===== src/rtl/tr_pkg.sv =====
// Shared definitions for the tracking-mode controller and its step output stage:
// datapath width, default step timing and the step generator state encoding.
package tr_pkg;

  localparam int WIDTH_WORK = 16;
  localparam int PULSE_W    = 50;
  localparam int MIN_PERIOD = 100;
  localparam int DIR_SETUP  = 25;

  typedef enum logic [1:0] {
    IDLE  = 2'd0,
    SETUP = 2'd1,
    HIGH  = 2'd2,
    LOW   = 2'd3
  } step_state_t;

endpackage


===== src/rtl/sync2.sv =====
// Parameterised-width two-flop synchronizer.
// Bits are not resynchronised as a word, so wide inputs must be held stable.
module sync2 #(
  parameter int W = 1
) (
  input  logic         clk,
  input  logic         rst,
  input  logic [W-1:0] d,
  output logic [W-1:0] q
);

  logic [W-1:0] meta_r;
  logic [W-1:0] sync_r;

  // Two-stage capture of the asynchronous input word.
  always_ff @(posedge clk or negedge rst) begin
    if (!rst) begin
      meta_r <= {W{1'b0}};
      sync_r <= {W{1'b0}};
    end else begin
      meta_r <= d;
      sync_r <= meta_r;
    end
  end

  assign q = sync_r;

endmodule


===== src/rtl/step_pulse_gen.sv =====
// STEP/DIR/EN generator for the external stepper driver: fixed-width pulses,
// period taken from the controller's word, with DIR setup and a signed position count.
import tr_pkg::*;

module step_pulse_gen #(
  parameter int WIDTH_WORK = tr_pkg::WIDTH_WORK,
  parameter int PULSE_W    = tr_pkg::PULSE_W,
  parameter int MIN_PERIOD = tr_pkg::MIN_PERIOD,
  parameter int DIR_SETUP  = tr_pkg::DIR_SETUP
) (
  input  logic                  clk,
  input  logic                  rst,
  input  logic [WIDTH_WORK-1:0] n,
  input  logic                  drv_dir,
  input  logic                  drv_en_SM,
  output logic                  step,
  output logic                  dir,
  output logic                  en,
  output logic                  busy,
  output logic [WIDTH_WORK-1:0] pos
);

  localparam logic [WIDTH_WORK-1:0] ZERO       = {WIDTH_WORK{1'b0}};
  localparam logic [WIDTH_WORK-1:0] ONE        = WIDTH_WORK'(1);
  localparam logic [WIDTH_WORK-1:0] MIN_P      = WIDTH_WORK'(MIN_PERIOD);
  localparam logic [WIDTH_WORK-1:0] PULSE_P    = WIDTH_WORK'(PULSE_W);
  localparam logic [WIDTH_WORK-1:0] PULSE_LAST = WIDTH_WORK'(PULSE_W - 1);
  localparam logic [WIDTH_WORK-1:0] SETUP_LAST = WIDTH_WORK'(DIR_SETUP - 1);

  logic [WIDTH_WORK+1:0] sync_in_s;
  logic [WIDTH_WORK+1:0] sync_out_s;
  logic [WIDTH_WORK-1:0] n_s;
  logic                  dir_s;
  logic                  en_s;

  logic [WIDTH_WORK-1:0] per_new_s;
  logic [WIDTH_WORK-1:0] low_last_s;

  step_state_t           state_r;
  logic [WIDTH_WORK-1:0] cnt_r;
  logic [WIDTH_WORK-1:0] per_r;
  logic [WIDTH_WORK-1:0] pos_r;
  logic                  step_r;
  logic                  dir_r;
  logic                  en_r;
  logic                  busy_r;

  function automatic logic [WIDTH_WORK-1:0] pos_step(input logic [WIDTH_WORK-1:0] p,
                                                      input logic up);
    if (up) begin
      return p + ONE;
    end else begin
      return p - ONE;
    end
  endfunction

  assign sync_in_s = {n, drv_dir, drv_en_SM};

  sync2 #(
    .W (WIDTH_WORK + 2)
  ) u_sync (
    .clk (clk),
    .rst (rst),
    .d   (sync_in_s),
    .q   (sync_out_s)
  );

  assign n_s   = sync_out_s[WIDTH_WORK+1:2];
  assign dir_s = sync_out_s[1];
  assign en_s  = sync_out_s[0];

  // Period clamp and the LOW terminal count derived from the latched period.
  always_comb begin
    per_new_s  = n_s;
    low_last_s = per_r - PULSE_P - ONE;
    if (n_s < MIN_P) begin
      per_new_s = MIN_P;
    end else begin
      per_new_s = n_s;
    end
  end

  // Step sequencer: every pulse runs its full width and every period runs to its end
  // before enable, period or direction changes are honoured.
  always_ff @(posedge clk or negedge rst) begin
    if (!rst) begin
      state_r <= IDLE;
      cnt_r   <= ZERO;
      per_r   <= ZERO;
      pos_r   <= ZERO;
      step_r  <= 1'b0;
      dir_r   <= 1'b0;
      en_r    <= 1'b0;
      busy_r  <= 1'b0;
    end else begin
      case (state_r)
        IDLE: begin
          step_r <= 1'b0;
          en_r   <= en_s;
          cnt_r  <= ZERO;
          if (en_s && (n_s != ZERO)) begin
            busy_r <= 1'b1;
            if (dir_s != dir_r) begin
              dir_r   <= dir_s;
              state_r <= SETUP;
            end else begin
              state_r <= HIGH;
              step_r  <= 1'b1;
              per_r   <= per_new_s;
              pos_r   <= pos_step(pos_r, dir_r);
            end
          end else begin
            busy_r <= 1'b0;
          end
        end

        SETUP: begin
          if (!en_s) begin
            state_r <= IDLE;
            busy_r  <= 1'b0;
            en_r    <= 1'b0;
            cnt_r   <= ZERO;
          end else if (cnt_r == SETUP_LAST) begin
            state_r <= HIGH;
            step_r  <= 1'b1;
            per_r   <= per_new_s;
            pos_r   <= pos_step(pos_r, dir_r);
            cnt_r   <= ZERO;
          end else begin
            cnt_r <= cnt_r + ONE;
          end
        end

        HIGH: begin
          if (cnt_r == PULSE_LAST) begin
            state_r <= LOW;
            step_r  <= 1'b0;
            cnt_r   <= ZERO;
          end else begin
            cnt_r <= cnt_r + ONE;
          end
        end

        LOW: begin
          if (cnt_r == low_last_s) begin
            cnt_r <= ZERO;
            if (!en_s || (n_s == ZERO)) begin
              state_r <= IDLE;
              busy_r  <= 1'b0;
              en_r    <= en_s;
            end else if (dir_s != dir_r) begin
              dir_r   <= dir_s;
              state_r <= SETUP;
            end else begin
              state_r <= HIGH;
              step_r  <= 1'b1;
              per_r   <= per_new_s;
              pos_r   <= pos_step(pos_r, dir_r);
            end
          end else begin
            cnt_r <= cnt_r + ONE;
          end
        end

        default: begin
          state_r <= IDLE;
          step_r  <= 1'b0;
          busy_r  <= 1'b0;
          cnt_r   <= ZERO;
        end
      endcase
    end
  end

  assign step = step_r;
  assign dir  = dir_r;
  assign en   = en_r;
  assign busy = busy_r;
  assign pos  = pos_r;

endmodule


===== config.mk =====
export PLATFORM = sky130hd
export DESIGN_NAME = step_pulse_gen
export DESIGN_NICKNAME = d
export VERILOG_FILES = /design/src/rtl/tr_pkg.sv /design/src/rtl/sync2.sv /design/src/rtl/step_pulse_gen.sv
export SDC_FILE = /design/constraint.sdc
export NUM_CORES = 1
export LEC_CHECK = 0
export ABC_AREA = 1
export BUFFER_PORTS_ARGS = -buffer_cell sky130_fd_sc_hd__buf_2
export CORE_ASPECT_RATIO = 1.25
export CORE_UTILIZATION = 30
export CTS_CLUSTER_DIAMETER = 50
export CTS_CLUSTER_SIZE = 24
export DETAILED_ROUTE_END_ITERATION = 6
export PLACE_DENSITY = 0.55
export SKIP_LAST_GASP = 1
export SLEW_MARGIN = 10
export SYNTH_ARGS = -nofsm -noshare
export SYNTH_HDL_FRONTEND = slang
export SYNTH_SLANG_ARGS = --single-unit

===== constraint.sdc =====
create_clock -name clk -period 6.3 [get_ports clk]
set_input_delay 1.89 -clock clk [delete_from_list [all_inputs] [get_ports clk]]
set_output_delay 1.89 -clock clk [all_outputs]
set_load 0.005 [all_outputs]

**Yosys cells after proc, flatten, opt, wreduce, memory -nomap -nowiden**

Cells that the tools add are included.

- Flip-flop bits (word level): 90

- Add/sub/neg operators: 5
- Order comparisons: 1
- Eq/ne operators: 17
- Muxes and demuxes: 51
- Reductions and logical operators: 13

Operator list:

| operator | count |
|---|---|
| two-way mux 16 bit | 18 |
| one-hot mux 16 bit (3 select lines) | 2 |
| one-hot mux 16 bit (4 select lines) | 1 |
| adder 16 x 1 -> 16 bit (second input constant) | 2 |
| subtractor 16 x 1 -> 16 bit (second input constant) | 2 |
| two-way mux 1 bit | 18 |
| equality test 16 bit | 1 |
| equality test 16 x 5 -> 1 bit (second input constant) | 1 |
| equality test 16 x 6 -> 1 bit (second input constant) | 1 |
| logical NOT 16 bit | 1 |
| less-than comparator 16 x 7 -> 1 bit (second input constant) | 1 |
| != test 2 bit (second input constant) | 8 |
| nonzero test 16 bit | 1 |
| subtractor 16 x 6 -> 16 bit (second input constant) | 1 |
| two-way mux 2 bit | 7 |
| AND reduction 4 bit | 3 |
| AND reduction 6 bit | 2 |
| one-hot mux 2 bit (4 select lines) | 1 |
| one-hot mux 1 bit (3 select lines) | 2 |
| equality test 2 bit (second input constant) | 2 |
| one-hot mux 1 bit (4 select lines) | 1 |
| != test 3 bit (second input constant) | 1 |
| nonzero test 3 bit | 1 |
| equality test 2 x 1 -> 1 bit (second input constant) | 1 |
| other kinds (8) | 8 |

**Depth between registers and ports, before layout**

Gate-level depths: netlist of the first run.

- Depth after elaboration: 6
- Gate-level depth with buffers: 18
- Gate-level depth less buffers: 16

**By module**

From an unflattened synthesis of the first run, not the netlist that was laid out.

- Cell total of the unflattened synthesis: 592
- Area, all modules: 4813.4 sq um

By module, submodules not included:

| module | instances | cells an instance | area each (sq um) | sequential area each (sq um) |
|---|---|---|---|---|
| step_pulse_gen | 1 | 556 | 3912.5 | 1351.3 |
| sync2 | 1 | 36 | 900.9 | 900.9 |

**Worst setup path before layout of the first run**

Ideal clock, no wire load.

- Kind: register -> register
- Start: register dir_r, in the netlist dir
- End: register pos_r[9], in the netlist pos[9]
- Setup time: 0.121 ns
- Data arrival time: 2.184 ns
- Data required time: 6.179 ns
- Setup slack: 3.994 ns
- Cell stages (with the launch flop): 10
- Clock period less this slack: 2.306 ns
- Cell sequence: dfrtp_1 > inv_1 > ha_1 > a21oi_1 > nand2_1 > a21boi_0 > o21ai_0 > a21oi_1 > xor2_1 > o21ai_2

- Longest elaborated chain between the ends: 5
- Elaborated cells on any way between the ends: 9
- Those cells by class: eq/ne: 1; mux: 8

Ends and longest elaborated chain:

| what | RTL line | source |
|---|---|---|
| from (decl) | step_pulse_gen.sv:44 | `logic dir_r;` |
| from (signal assigned) | step_pulse_gen.sv:104 | `dir_r <= dir_s;` |
| from (signal assigned) | step_pulse_gen.sv:152 | `dir_r <= dir_s;` |
| two-way mux 16 bit / != test 1 bit (equally long branches) | step_pulse_gen.sv:50, step_pulse_gen.sv:103, step_pulse_gen.sv:151 |  |
| two-way mux 16 bit | step_pulse_gen.sv:151 | `end else if (dir_s != dir_r) begin` |
| two-way mux 16 bit | step_pulse_gen.sv:147 | `if (!en_s \|\| (n_s == ZERO)) begin` |
| two-way mux 16 bit | step_pulse_gen.sv:145 | `if (cnt_r == low_last_s) begin` |
| one-hot mux 16 bit (3 select lines) * | step_pulse_gen.sv:96 | `case (state_r)` |
| to (signal assigned) | step_pulse_gen.sv:110 | `pos_r <= pos_step(pos_r, dir_r);` |
| to (signal assigned) | step_pulse_gen.sv:127 | `pos_r <= pos_step(pos_r, dir_r);` |
| to (signal assigned) | step_pulse_gen.sv:158 | `pos_r <= pos_step(pos_r, dir_r);` |
| to (decl) | step_pulse_gen.sv:42 | `logic [WIDTH_WORK-1:0] pos_r;` |

Mark *: on every way between the ends. The rest lies on a longest branch, timed or not. The select of a mux whose other input is x is not followed.
A chain may end at the register's enable or synchronous reset.

**Worst setup path after layout of the first run**

- Start: register dir_r, in the netlist dir
- End: output dir

RTL lines:

| what | RTL line | source |
|---|---|---|
| to (decl) | step_pulse_gen.sv:17 | `output logic dir,` |

No word-level cell between the ends.

==> flow_summary_export.csv, run 1 <==
group,metric,value,unit
sta,skew,0.00840,ns
sta,setup_violations,0,
critical_path,r2r-start,"dir$_DFFE_PN0P_",
yosys,synth.area.mux_share,0,%
route,wl_per_cell,12.2,um
critical_path,crit_slowest_cell,"dfrtp_1",
power_and_ir_drop,power.density,511,nW/um^2
critical_path,crit_fanout,4,
job,max_cap_viol_count,0,
grt,grt_overflow,0,
finish,post-route-cell-area,5590,sq um
finish,nets,674,
clock_tree,insertion_delay,0.34,ns
critical_path,cp_num_buf_inv,1,
route,totalWireLength,10400,um
power_and_ir_drop,p_leak,0.00280,uW
grt,grt_pass1_vias,3898,
yosys,synth-simple-area-share,26.2,%
finish,final_layout_size_suffix_gt1_share,11.6,%
yosys,synth_edf_count,0,
clock_tree,cts_setup_buffers,0,
critical_path,critPathArrivalTime,0.93,ns
finish,fin_cells,852,
yosys,synth_top_area_cell,"dfrtp_1",
route,vias,3871,
sta,finalHoldViolCount,0,
clock_tree,cts_root_buf,"clkbuf_16",
clock_tree,cts_htree_levels,3,
sta,min_period_over_period,44.8,%
sta,tightestPinTransition,0.773,ns
yosys,synth_most_common_cell,"nand2_1",
die,core.rowCount,51,
clock_tree,cts_buffer_depth,2,
clock_tree,ctsHoldBuffers,0,
grt,grt_pass1_wl,17600,um
critical_path,worstPathCellList,"buf_2",
route,ant_nets,0,
route,first_pass_iters,4,
sta,rsz0062_at_grt,"no",
yosys,ys_types,38,
die,initial_core_util,31.0,%
power_and_ir_drop,irDropWorstVdd,0.267,mV
placed_design,hpwl,7980,um
critical_path,r2r-end,"pos[12]$_DFFE_PN0P_",
worst_hold_path,hold_class,"reg -> reg",
sta,period_minus_slack,2.82,ns
finish,diodes,0,
yosys,ys.flop_type,"dfrtp_1",
placed_design,dp.cells,836,
placed_design,io_buffer_count,39,
critical_path,startpoint_type,"flop",
sta,fin_tns_setup,0,ns
route,viasPerCell,4.54,
critical_path,startpoint,"dir$_DFFE_PN0P_",
yosys,synth_top_family_by_area,"simple AND/OR/NAND/NOR gates",
clock_tree,cts_tree,"built",
placed_design,placed_area,5260,sq um
yosys,synth_compound_area_share,8.86,%
placed_design,place_congestion,0.882,
critical_path,cp_top_family,"flip-flops",
grt,grt_usage,13.4,%
clock_tree,cts.sinks,90,
critical_path,crit_type,"reg -> out",
yosys,ys_seq_elements,90,
route,drcViolationCount,0,
yosys,synth_warnings,0,
yosys,synth_area,4860,sq um
sta,slew_violations,0,
critical_path,crit_path_end_kind,"primary output",
grt,grt_max_degree,65,
sta,fmax,0.354,GHz
yosys,syn_inst,593,
critical_path,critPathCapture,"dir",
die,fp.coreArea,15700,sq um
finish,area_delta_synth_final,15.1,%
clock_tree,cts_buffers,9,
critical_path,critPathRequiredTime,4.41,ns
yosys,async_reset_ff_share,100,%
yosys,seq_area_frac_synth,46.4,%
sta,max-slew-margin-rel,48.5,%
yosys,syn_nets,632,
critical_path,cp.depth,1,
sta,fin_ws,3.48,ns
critical_path,slowest_delay,0.43,ns
grt,antenna_found_initial,0,
yosys,synth-xor-area-share,5.95,%
yosys,synthAdderAreaFrac,5.05,%
yosys,yosys-top-cells-count,"nand2_1 (161), dfrtp_1 (90), inv_1 (76)",
power_and_ir_drop,fin_total_pwr,2860,uW
placed_design,pre_cts_slack,3.30,ns
outcome,status,"completed",
clock_tree,cts-resized-gates,0,
clock_tree,path_clk_slew,0.07,ns
die,ios,40,
yosys,yosys-top-cells-area,"dfrtp_1 (46%), nand2_1 (12%), inv_1 (5.9%)",
yosys,yosysTopAreaCellShare,46.4,%
critical_path,reg2reg_depth,12,
critical_path,rrSetupSlack,3.57,ns
yosys,avgSynthCellArea,8.19,sq um
die,die_x,116,um
die,die_y,144,um
route,drtIter0Drc,199,
die,die_area,16700,sq um
[how the worst min path moves through the flow]
stage               cells past startpoint                      to                         from  slack, ns
floorplan                               0   u_sync.q[0]$_DFF_PN0_   u_sync.meta_r[0]$_DFF_PN0_       0.33
global placement                        0   u_sync.q[3]$_DFF_PN0_   u_sync.meta_r[3]$_DFF_PN0_       0.33
detailed placement                      0  u_sync.q[13]$_DFF_PN0_  u_sync.meta_r[13]$_DFF_PN0_       0.33
CTS                                     0  u_sync.q[13]$_DFF_PN0_  u_sync.meta_r[13]$_DFF_PN0_       0.35
global route                            0  u_sync.q[17]$_DFF_PN0_  u_sync.meta_r[17]$_DFF_PN0_       0.36
finish                                  0   u_sync.q[1]$_DFF_PN0_   u_sync.meta_r[1]$_DFF_PN0_       0.35
[stage by stage]
step / utilization (%) / hold WS (ns)
2_1_floorplan: - / 0.331
3_3_place_gp: 33.5 / 0.333
3_5_place_dp: 33.5 / 0.335
4_1_cts: 35.6 / 0.346
5_1_grt: 35.6 / 0.356
6_report: 35.6 / 0.347
[area by class of cell]
cell class | count | area [sq um]
Fill cell | 1665 | 10100
Sequential cell | 90 | 2250
Multi-Input combinational cell | 416 | 2240
Inverter | 78 | 293
Tap cell | 212 | 265
Clock buffer | 11 | 253
Timing Repair Buffer | 40 | 205
Clock inverter | 5 | 85.1
[layer usage]
layer	wire length [um]	vias to the layer above	track usage, %
li1	-	1986	-
met1	4400	1806	15.6
met5	0	-	0
met4	220	0	5.40
met3	332	18	2.60
met2	5400	61	24.0
[sequential cells by signal (all words and copies together) (netlist names)]
name           flops
pos               16
en                 1
u_sync.meta_r     18
step               1
dir                1
u_sync.q          18
state_r            2
per_r             16
cnt_r             16
busy               1
[placed cells by master, fill, tap and decap left out, types with 4 or more instances in the layout]
| master | instances |
|---|---|
| o21ai_2 | 4 |
| nand4_1 | 16 |
| o21ai_0 | 14 |
| a21oi_1 | 16 |
| inv_1 | 76 |
| o21ai_1 | 16 |
| o211ai_1 | 6 |
| nor3_1 | 8 |
| nand3b_1 | 8 |
| nand3_1 | 31 |
| ha_1 | 18 |
| nor2_1 | 58 |
| dfrtp_1 | 90 |
| clkbuf_16 | 9 |
| xnor2_1 | 12 |
| xor2_1 | 21 |
| buf_2 | 38 |
| nand2_1 | 161 |
[power breakdown]
group / switching [uW] / internal [uW] / total (uW)
clock network: 218 / 371 / 589
logic: 865 / 532 / 1400
registers: 152 / 723 / 875
total: 1230 / 1630 / 2860
[logic make-up after synthesis]
| logic type | after synthesis |
|---|---|
| flip-flops | 90 |
| AO/OA/AOI/OAI | 70 |
| buffers and inverters | 87 |
| adder cells (fa/ha/maj) | 19 |
| AND/OR/NAND/NOR | 294 |
| XOR/XNOR | 33 |
(Power assumes the default switching activity.)
==> inputs of run 2 (changes only) <==
- clock period: 6.3 -> 2.8 ns (I/O delays scaled with it)
==> run 2 against run 1 <==
  * Clock skew hardly changed
  * Hold slack gained 0.0018 ns
  * Worst setup slack lost 3.3 ns
  * Utilization up 0.38 points
  * Via count rose by 0.85%
  * Sequential power is 130% higher
  * Highest routed layer unchanged
  * Total power is 130% higher
  * First-iteration DRC count down 2.0%
  * Wire length grew 0.82%
  * Sequential cell count is the same
  * Clock power increased by 110%
  * Combinational power rose by 130%
==> flow_summary_export.csv, run 2 (same netlist as run 1, synthesis figures left out) <==
group,metric,value,unit
outcome,status,"completed",
finish,n_fill_cell,1662,
route,viasPerCell,4.54,
critical_path,cp_top_family,"compound AO/OA/AOI/OAI gates",
sta,finalHoldViolCount,0,
finish,area_delta_synth_final,16.4,%
power_and_ir_drop,p_int,3650,uW
die,die_x,116,um
die,ios,40,
clock_tree,cts_root_buf,"clkbuf_16",
sta,skew,0.00851,ns
worst_hold_path,hold_class,"reg -> reg",
route,first_pass_iters,4,
finish,layout_common_cells,"nand2_1 (161), dfrtp_1 (90), inv_1 (75)",
sta,min_period_over_period,92.0,%
worst_hold_path,whs_path_depth,0,
critical_path,critPathArrivalTime,2.81,ns
finish,final_layout_size_suffix_gt1_share,12.5,%
route,drcViolationCount,0,
grt,grt_overflow,0,
critical_path,rrSetupSlack,0.22,ns
power_and_ir_drop,sw_frac_of_total,43.7,%
placed_design,pre_cts_slack,0.219,ns
sta,period_minus_slack,2.58,ns
job,max_cap_viol_count,0,
finish,regArea,2250,sq um
route,ant_nets,0,
critical_path,slowest_delay,0.47,ns
critical_path,crit_path_end_kind,"flop",
finish,final_util,36.0,%
critical_path,r2r-start,"dir$_DFFE_PN0P_",
power_and_ir_drop,clockPowerShare,18.9,%
critical_path,cp_num_buf_inv,2,
critical_path,crit_fanout,12,
worst_hold_path,min_to,"u_sync.q[4]$_DFF_PN0_",
power_and_ir_drop,power.density,1150,nW/um^2
power_and_ir_drop,combPwrFrac,50.6,%
power_and_ir_drop,irDropWorstVdd,0.533,mV
critical_path,r2r-end,"pos[12]$_DFFE_PN0P_",
critical_path,crit_slowest_cell,"dfrtp_1",
power_and_ir_drop,seq_power_share,30.4,%
clock_tree,cts_htree_levels,3,
power_and_ir_drop,p_leak,0.00281,uW
placed_design,hpwl,8020,um
clock_tree,insertion_delay,0.34,ns
worst_hold_path,hp-start,"u_sync.meta_r[4]$_DFF_PN0_",
clock_tree,cts_tree,"built",
grt,grt_pass1_wl,17900,um
sta,slew_violations,0,
placed_design,io_buffer_count,39,
clock_tree,cts_buffer_depth,2,
route,vias,3904,
grt,antenna_found_initial,0,
finish,diodes,0,
critical_path,crit_top_cell,"nand2_1",
sta,max-slew-margin-rel,64.7,%
finish,multi_input_area,2240,sq um
finish,final_common_cell,"nand2_1",
clock_tree,cts_buffers,9,
placed_design,place_congestion,0.861,
critical_path,startpoint,"dir$_DFFE_PN0P_",
die,fp.coreArea,15700,sq um
grt,grt_pass1_vias,3793,
die,initial_core_util,31.0,%
power_and_ir_drop,p_sw,2830,uW
route,drtIter0Drc,195,
critical_path,crit_type,"reg -> reg",
sta,fin_ws,0.223,ns
grt,grt_max_degree,48,
die,die_y,144,um
sta,fin_tns_setup,0,ns
clock_tree,cts.sinks,90,
sta,rsz0062_at_grt,"no",
critical_path,startpoint_type,"flop",
grt,grt_usage,13.8,%
sta,setup_violations,0,
route,wl_per_cell,12.2,um
clock_tree,path_clk_slew,0.07,ns
critical_path,critPathRequiredTime,3.04,ns
die,core.rowCount,51,
critical_path,worstPathCellList,"clkinvlp_4, buf_12, fa_1, a21oi_1, o21bai_1, nand2_1, nand2_1, a21boi_0, o21ai_0, nand2_1, nand2_1, nand3_1, nand2_1",
critical_path,reg2reg_depth,13,
sta,fmax,0.388,GHz
sta,tightestPinTransition,0.530,ns
route,totalWireLength,10400,um
die,die_area,16700,sq um
finish,nets,681,
-- run 2: cell types whose count changed in the layout (fill, tap and decap cells not counted) --
cell	before	now
buf_12	0	3
buf_4	2	6
bufinv_16	2	1
clkbuf_1	0	1
clkbuf_8	2	1
clkinv_4	1	0
clkinvlp_4	1	4
inv_1	76	75
-- run 2: through the flow --
step / std cells / cell area (sq um) / hold slack (ns) / power [uW]
2_1_floorplan: 593 / 4860 / 0.331 / 4460
3_3_place_gp: 841 / 5320 / 0.332 / 5160
3_5_place_dp: 841 / 5320 / 0.336 / 5220
4_1_cts: 857 / 5620 / 0.351 / 6500
5_1_grt: 859 / 5650 / 0.354 / 7090
6_report: 859 / 5650 / 0.349 / 6470
-- run 2: final cells by class --
type / count / share of cell area (%)
multi-input cells: 416 / 39.6
flip-flops and latches: 90 / 39.8
inverters: 78 / 5.25
repair buffers: 47 / 5.22
well taps: 212 / 4.69
clock inverters: 5 / 1.08
clock buffers: 11 / 4.29
-- run 2: power by group through the flow --
stage | sequential (uW) | combinational [uW] | clock [uW]
finish | 1970 | 3280 | 1230
global placement | 1980 | 3170 | 0
detailed placement | 1990 | 3240 | 0
floorplan | 1900 | 2550 | 0
CTS | 1970 | 3260 | 1270
global route | 2020 | 3750 | 1320
-- run 2: worst max path at each step --
stage | endpoint | cells past startpoint
floorplan | pos[9]$_DFFE_PN0P_ | 9
global placement | pos[9]$_DFFE_PN0P_ | 9
detailed placement | pos[9]$_DFFE_PN0P_ | 9
CTS | pos[9]$_DFFE_PN0P_ | 9
global route | pos[12]$_DFFE_PN0P_ | 13
finish | pos[12]$_DFFE_PN0P_ | 13
-- run 2: repair_timing --
action	CTS	global route
resized for setup	0	1
hold buffers	0	0
setup buffers	0	2
endpoints found under the setup margin	0	3
hold endpoints to repair	0	0
-- run 2: worst reg2reg max path, cell delays in order, from the launching register on --
cell and delay [ns]:
dfrtp_1 0.47, clkinvlp_4 0.15, buf_12 0.16, fa_1 0.45, a21oi_1 0.16, o21bai_1 0.14, nand2_1 0.09, nand2_1 0.07
a21boi_0 0.40, o21ai_0 0.14, nand2_1 0.07, nand2_1 0.05, nand3_1 0.07, nand2_1 0.05
-- run 2: metal layers --
metal  GRT usage, %  vias up  share of wire (%)
met1           16.6     1793                 44
met2           23.7       91                 50
met4           6.28        0                3.0
li1               -     2003                  -
met3           2.68       17                3.2
met5              0        -                  0
